`config.mk`:
```
export PLATFORM = sky130hd
export DESIGN_NAME = alu_uart_sequencer
export DESIGN_NICKNAME = d
export VERILOG_FILES = /design/src/rtl/alu_uart_sequencer.sv
export SDC_FILE = /design/constraint.sdc
export NUM_CORES = 1
export LEC_CHECK = 0
export ABC_AREA = 1
export BUFFER_PORTS_ARGS = -buffer_cell sky130_fd_sc_hd__buf_4
export CAP_MARGIN = 20
export CORE_MARGIN = 2
export CORE_UTILIZATION = 54
export DETAILED_ROUTE_END_ITERATION = 12
export PLACE_DENSITY = 0.9
export SETUP_SLACK_MARGIN = 0.3
export SLEW_MARGIN = 10
export SYNTH_ARGS = -nofsm -noshare
export SYNTH_HDL_FRONTEND = slang
export SYNTH_SLANG_ARGS = --single-unit
```
`constraint.sdc`:
```
create_clock -name clk -period 1.8 [get_ports clk]
set_clock_uncertainty 0.05 [all_clocks]
set_input_delay 0.18 -clock clk [delete_from_list [all_inputs] [get_ports clk]]
set_output_delay 0.18 -clock clk [all_outputs]
set_load 0.02 [all_outputs]
```
`src/rtl/alu_uart_sequencer.sv`:
```
// -----------------------------------------------------------------------------
// alu_uart_sequencer
//
// Collects a three-byte command from a UART receiver (operand A, operand B,
// opcode), presents it to an external combinational ALU, and hands the ALU
// result to a UART transmitter as a single byte.
//
// Parameters
//   size     data width of operands, result and UART bytes (must be >= 6)
//   TIMEOUT  idle clocks tolerated between bytes of one command
//
// Ports
//   clk          clock, all state changes on the rising edge
//   reset        synchronous active-high reset
//   rx_data      received byte, valid while rx_done=1
//   rx_done      one-cycle pulse per received byte
//   tx_busy      transmitter busy while a byte is shifting out
//   alu_result   combinational ALU result
//   alu_a/alu_b  registered operands to the ALU
//   alu_op       registered 6-bit ALU opcode
//   tx_data      registered byte to the transmitter
//   tx_start     one-cycle pulse requesting transmission of tx_data
//   overrun      sticky: a byte arrived while a result was in flight
//   timeout_err  sticky: a partial command was abandoned after TIMEOUT idles
// -----------------------------------------------------------------------------
module alu_uart_sequencer #(
  parameter int size    = 8,
  parameter int TIMEOUT = 1000000
) (
  input  logic            clk,
  input  logic            reset,
  input  logic [size-1:0] rx_data,
  input  logic            rx_done,
  input  logic            tx_busy,
  input  logic [size-1:0] alu_result,
  output logic [size-1:0] alu_a,
  output logic [size-1:0] alu_b,
  output logic [5:0]      alu_op,
  output logic [size-1:0] tx_data,
  output logic            tx_start,
  output logic            overrun,
  output logic            timeout_err
);

  localparam int IDLE_W = $clog2(TIMEOUT + 1);
  localparam logic [IDLE_W-1:0] IDLE_MAX = IDLE_W'(TIMEOUT);

  typedef enum logic [2:0] {
    WAIT_A,
    WAIT_B,
    WAIT_OP,
    EVAL,
    SEND,
    WAIT_TX
  } state_t;

  state_t            state_q, state_d;
  logic [size-1:0]   alu_a_q, alu_a_d;
  logic [size-1:0]   alu_b_q, alu_b_d;
  logic [5:0]        alu_op_q, alu_op_d;
  logic [size-1:0]   tx_data_q, tx_data_d;
  logic              tx_start_q, tx_start_d;
  logic              overrun_q, overrun_d;
  logic              timeout_err_q, timeout_err_d;
  logic [IDLE_W-1:0] idle_q, idle_d;
  logic [IDLE_W-1:0] idle_inc;
  // Handshake tracking in WAIT_TX: whether the transmitter has gone busy yet,
  // and whether one WAIT_TX cycle has already passed without it doing so.
  logic              busy_seen_q, busy_seen_d;
  logic              no_busy_q, no_busy_d;

  // Saturating increment; the counter can never wrap back to zero.
  assign idle_inc = (idle_q == IDLE_MAX) ? idle_q : idle_q + 1'b1;

  always_comb begin
    state_d       = state_q;
    alu_a_d       = alu_a_q;
    alu_b_d       = alu_b_q;
    alu_op_d      = alu_op_q;
    tx_data_d     = tx_data_q;
    tx_start_d    = 1'b0;
    overrun_d     = overrun_q;
    timeout_err_d = timeout_err_q;
    idle_d        = idle_q;
    busy_seen_d   = busy_seen_q;
    no_busy_d     = no_busy_q;

    case (state_q)
      WAIT_A: begin
        idle_d = '0;
        if (rx_done) begin
          alu_a_d = rx_data;
          state_d = WAIT_B;
        end
      end

      WAIT_B, WAIT_OP: begin
        // A byte landing in the same cycle the counter hits TIMEOUT wins.
        if (rx_done) begin
          idle_d = '0;
          if (state_q == WAIT_B) begin
            alu_b_d = rx_data;
            state_d = WAIT_OP;
          end else begin
            alu_op_d = rx_data[5:0];
            state_d  = EVAL;
          end
        end else if (idle_q == IDLE_MAX) begin
          // Abandon the partial command; operand registers keep their values.
          timeout_err_d = 1'b1;
          idle_d        = '0;
          state_d       = WAIT_A;
        end else begin
          idle_d = idle_inc;
        end
      end

      EVAL: begin
        // ALU has had a full cycle on the new operands; capture its result.
        tx_data_d = alu_result;
        state_d   = SEND;
      end

      SEND: begin
        if (!tx_busy) begin
          tx_start_d  = 1'b1;
          busy_seen_d = 1'b0;
          no_busy_d   = 1'b0;
          state_d     = WAIT_TX;
        end
      end

      WAIT_TX: begin
        if (tx_busy) begin
          busy_seen_d = 1'b1;
        end else if (busy_seen_q || no_busy_q) begin
          // Either the transmission finished, or the transmitter never
          // acknowledged within two cycles.
          state_d = WAIT_A;
        end else begin
          no_busy_d = 1'b1;
        end
      end

      default: state_d = WAIT_A;
    endcase

    if (rx_done && (state_q == EVAL || state_q == SEND || state_q == WAIT_TX)) begin
      overrun_d = 1'b1;
    end
  end

  always_ff @(posedge clk) begin
    if (reset) begin
      state_q       <= WAIT_A;
      alu_a_q       <= '0;
      alu_b_q       <= '0;
      alu_op_q      <= 6'b000000;
      tx_data_q     <= '0;
      tx_start_q    <= 1'b0;
      overrun_q     <= 1'b0;
      timeout_err_q <= 1'b0;
      idle_q        <= '0;
      busy_seen_q   <= 1'b0;
      no_busy_q     <= 1'b0;
    end else begin
      state_q       <= state_d;
      alu_a_q       <= alu_a_d;
      alu_b_q       <= alu_b_d;
      alu_op_q      <= alu_op_d;
      tx_data_q     <= tx_data_d;
      tx_start_q    <= tx_start_d;
      overrun_q     <= overrun_d;
      timeout_err_q <= timeout_err_d;
      idle_q        <= idle_d;
      busy_seen_q   <= busy_seen_d;
      no_busy_q     <= no_busy_d;
    end
  end

  assign alu_a       = alu_a_q;
  assign alu_b       = alu_b_q;
  assign alu_op      = alu_op_q;
  assign tx_data     = tx_data_q;
  assign tx_start    = tx_start_q;
  assign overrun     = overrun_q;
  assign timeout_err = timeout_err_q;

endmodule

```
==> results.cfg <==
[route]
drc = 0
wl_per_cell_microns = 14.3
num_vias = 2593
vias_per_cell = 5.42
ant_nets = 0
wl_mm = 6.85
firstDrtPassIters = 6
drt_iter0_markers = 191

[power_and_ir_drop]
pwr_density_cell_nw_per_um2 = 1080
ir_drop_mv = 0.736
seqPwrFrac_pct = 40.8
internal-power_w = 0.00249
p_leak_nw = 1.39
swShare_pct = 31.8
clock_power_share_pct = 36.5
comb_power_share_pct = 22.7
p_sw_w = 0.00116

[cts]
numCtsBuffers = 9
clk_latency_ns = 0.35
cts_sinks = 58
cts_buffer_depth = 2
clk_pin_slew_worst_paths_ns = 0.07
cts-root-buf = clkbuf_8
cts_tree = done
ctsHtreeMaxLevel = 3

[critical_path]
startpoint = idle_q[16]
cp_slowest_cell = dfxtp_2
cp.depth = 9
timing.rr.start = idle_q[16]
worstReg2RegEnd = idle_q[4]
required_ns = 1.98
worstPathArrival_ns = 1.66
crit_buf_inv = 1
crit_end = idle_q[4]
ff2ff_setup_slack_ns = 0.33
critPathMaxFanout = 7
critPathMostFrequentCell = nand2_4
max_stage_delay_ns = 0.37
critPathTopFamily = simple AND/OR/NAND/NOR gates
crit_path_end_kind = register
crit_chain = nand2_1 > inv_1 > nand2_1 > nor2_2 > nand3_2 > nand2_4 > nand2_4 > nand2_4 > nor2_1
rr_worst_depth = 9
start_kind = register
crit_type = reg2reg

[layout]
drive_gt1_share_pct = 31.2
multi_input_area_sq_um = 1320
layout_common_cells = nor2_1 (85), buf_4 (60), nand2_1 (50)
final_common_cell = nor2_1
diodes = 0
area_growth_pct = 34.7
fillerInstances = 301
final_cell_area_sq_um = 3370
ff_latch_area_sq_um = 1180
layout.cells.non_filler = 478
fin_nets = 443

[floorplanning]
design.portCount = 53
start_util_pct = 56.7
design.core.area_sq_um = 4410
die_h_microns = 72.1
dieArea_sq_um = 5200
fp.dieW_microns = 72.1
num_rows = 24

[yosys]
synthesis.nets = 375
synthCells = 353
netlist_area_sq_um = 2500
synth_seq_cells = 58
ys_seq_area_share_pct = 46.4
yosys_warnings = 0
syn_area_per_cell_sq_um = 7.10
synth_cell_types = 27

[timing]
period_share_pct = 81.9
slew_headroom_pct = 56.9
setup_tns_ns = 0
hold_violations = 0
max_freq_ghz = 0.678
maxSlewViolCount = 0
worst_pin_slew_ns = 0.646
setup_violations = 0
rsz0062_at_grt = yes
min_period_ns = 1.47

[status]
status = finished clean

[placed_design]
placed_cells = 455
numPortBuffers = 52
dp_hpwl_mm = 4.34
placed_area_sq_um = 2960
gp_congestion = 0.908

[grt]
grt_use_total_pct = 26.4
grt_overflow = 0
antenna_found_initial = 0
grt_pass1_vias = 2499
grt_pass1_wl_mm = 10.8
grt_max_degree = 18

[hold_path]
hp-class = in2reg

[run]
max_cap_violations = 0
synth_stat cells (all sizes together):
master	count	area share (%)
nor2	99	15
xnor2	1	0.35
a21o	1	0.30
o22ai	2	0.50
nand3	21	4.4
nand2	61	9.4
inv	30	4.5
nor3	5	1.6
clkbuf	3	0.45
ha	2	1.0
buf	3	0.80
dfxtp	58	46
xor2	8	2.8
o21ai	33	6.6
a21oi	19	3.8
or2	2	0.50
nand4	5	1.2
worst min path at each step:
stage	from	endpoint	slack [ns]	cells past startpoint
2_1_floorplan	reset	alu_op[5]	0.20	1
6_report	alu_result[4]	tx_data[4]	0.004	3
3_5_place_dp	alu_result[2]	tx_data[2]	0.36	3
5_1_grt	alu_result[3]	tx_data[3]	0.03	3
3_3_place_gp	alu_result[0]	tx_data[0]	0.35	3
4_1_cts	alu_result[3]	tx_data[3]	0.003	3
routing by layer:
layer	part of all wire (%)	wire length [microns]	GRT usage [%]	vias to the layer above
met3	8.2	560	7.92	26
met4	2.8	189	14.5	0
met1	39	2690	30.6	1184
li1	-	-	-	1270
met2	50	3410	43.4	113
met5	0	0	0	-
cell families after synthesis:
group / synth area share, %
flip-flops: 46.4
AND/OR/NAND/NOR: 32.6
AO/OA/AOI/OAI: 11.2
buffers and inverters: 5.74
XOR/XNOR: 3.15
adder cells (fa/ha/maj): 0.999
worst reg2reg max path, delay by kind of cell (launching register included):
kind / cells / cell delay (ns)
buffers and inverters: 1 / 0.11
flip-flops: 1 / 0.37
AND/OR/NAND/NOR: 8 / 0.84
timing repair:
action,CTS,global route
hold buffers,2,0
setup buffers,2,2
endpoints found under the setup margin,14,37
pin swaps,2,10
resized for setup,11,41
endpoints found under the hold margin,2,0
cloned,1,0
registers in the layout, summed over array words and instances, names as in the netlist:
signal / flops
state_q: 3
idle_q: 20
alu_b: 8
tx_start: 1
overrun: 1
timeout_err: 1
tx_data: 8
no_busy_q: 1
busy_seen_q: 1
alu_op: 6
alu_a: 8
layout make-up:
class	instances	share of cell area [%]
inverter	30	3.41
sequential	58	35.1
clock buffer	9	3.67
multi-input combinational	260	39.2
tap	52	1.93
clock inverter	7	2.74
timing repair buffer	62	13.9
power groups by stage:
stage          clock network, W  logic [W]  registers (W)
6_report                0.00133   0.000829        0.00149
4_1_cts                 0.00133   0.000788        0.00148
3_3_place_gp                  0   0.000722        0.00149
3_5_place_dp                  0   0.000740        0.00150
5_1_grt                 0.00139   0.000900        0.00150
2_1_floorplan                 0   0.000346        0.00160
per-stage QoR:
step	worst slack (ns)	utilization (%)	power, W	hold slack [ns]
floorplan	0.335	-	0.00195	0.199
global placement	0.214	67.0	0.00222	0.350
detailed placement	0.108	67.0	0.00224	0.357
CTS	0.298	73.7	0.00360	0.00269
global route	0.259	76.4	0.00379	0.0250
finish	0.326	76.4	0.00366	0.00421
(Power assumes the default switching activity.)
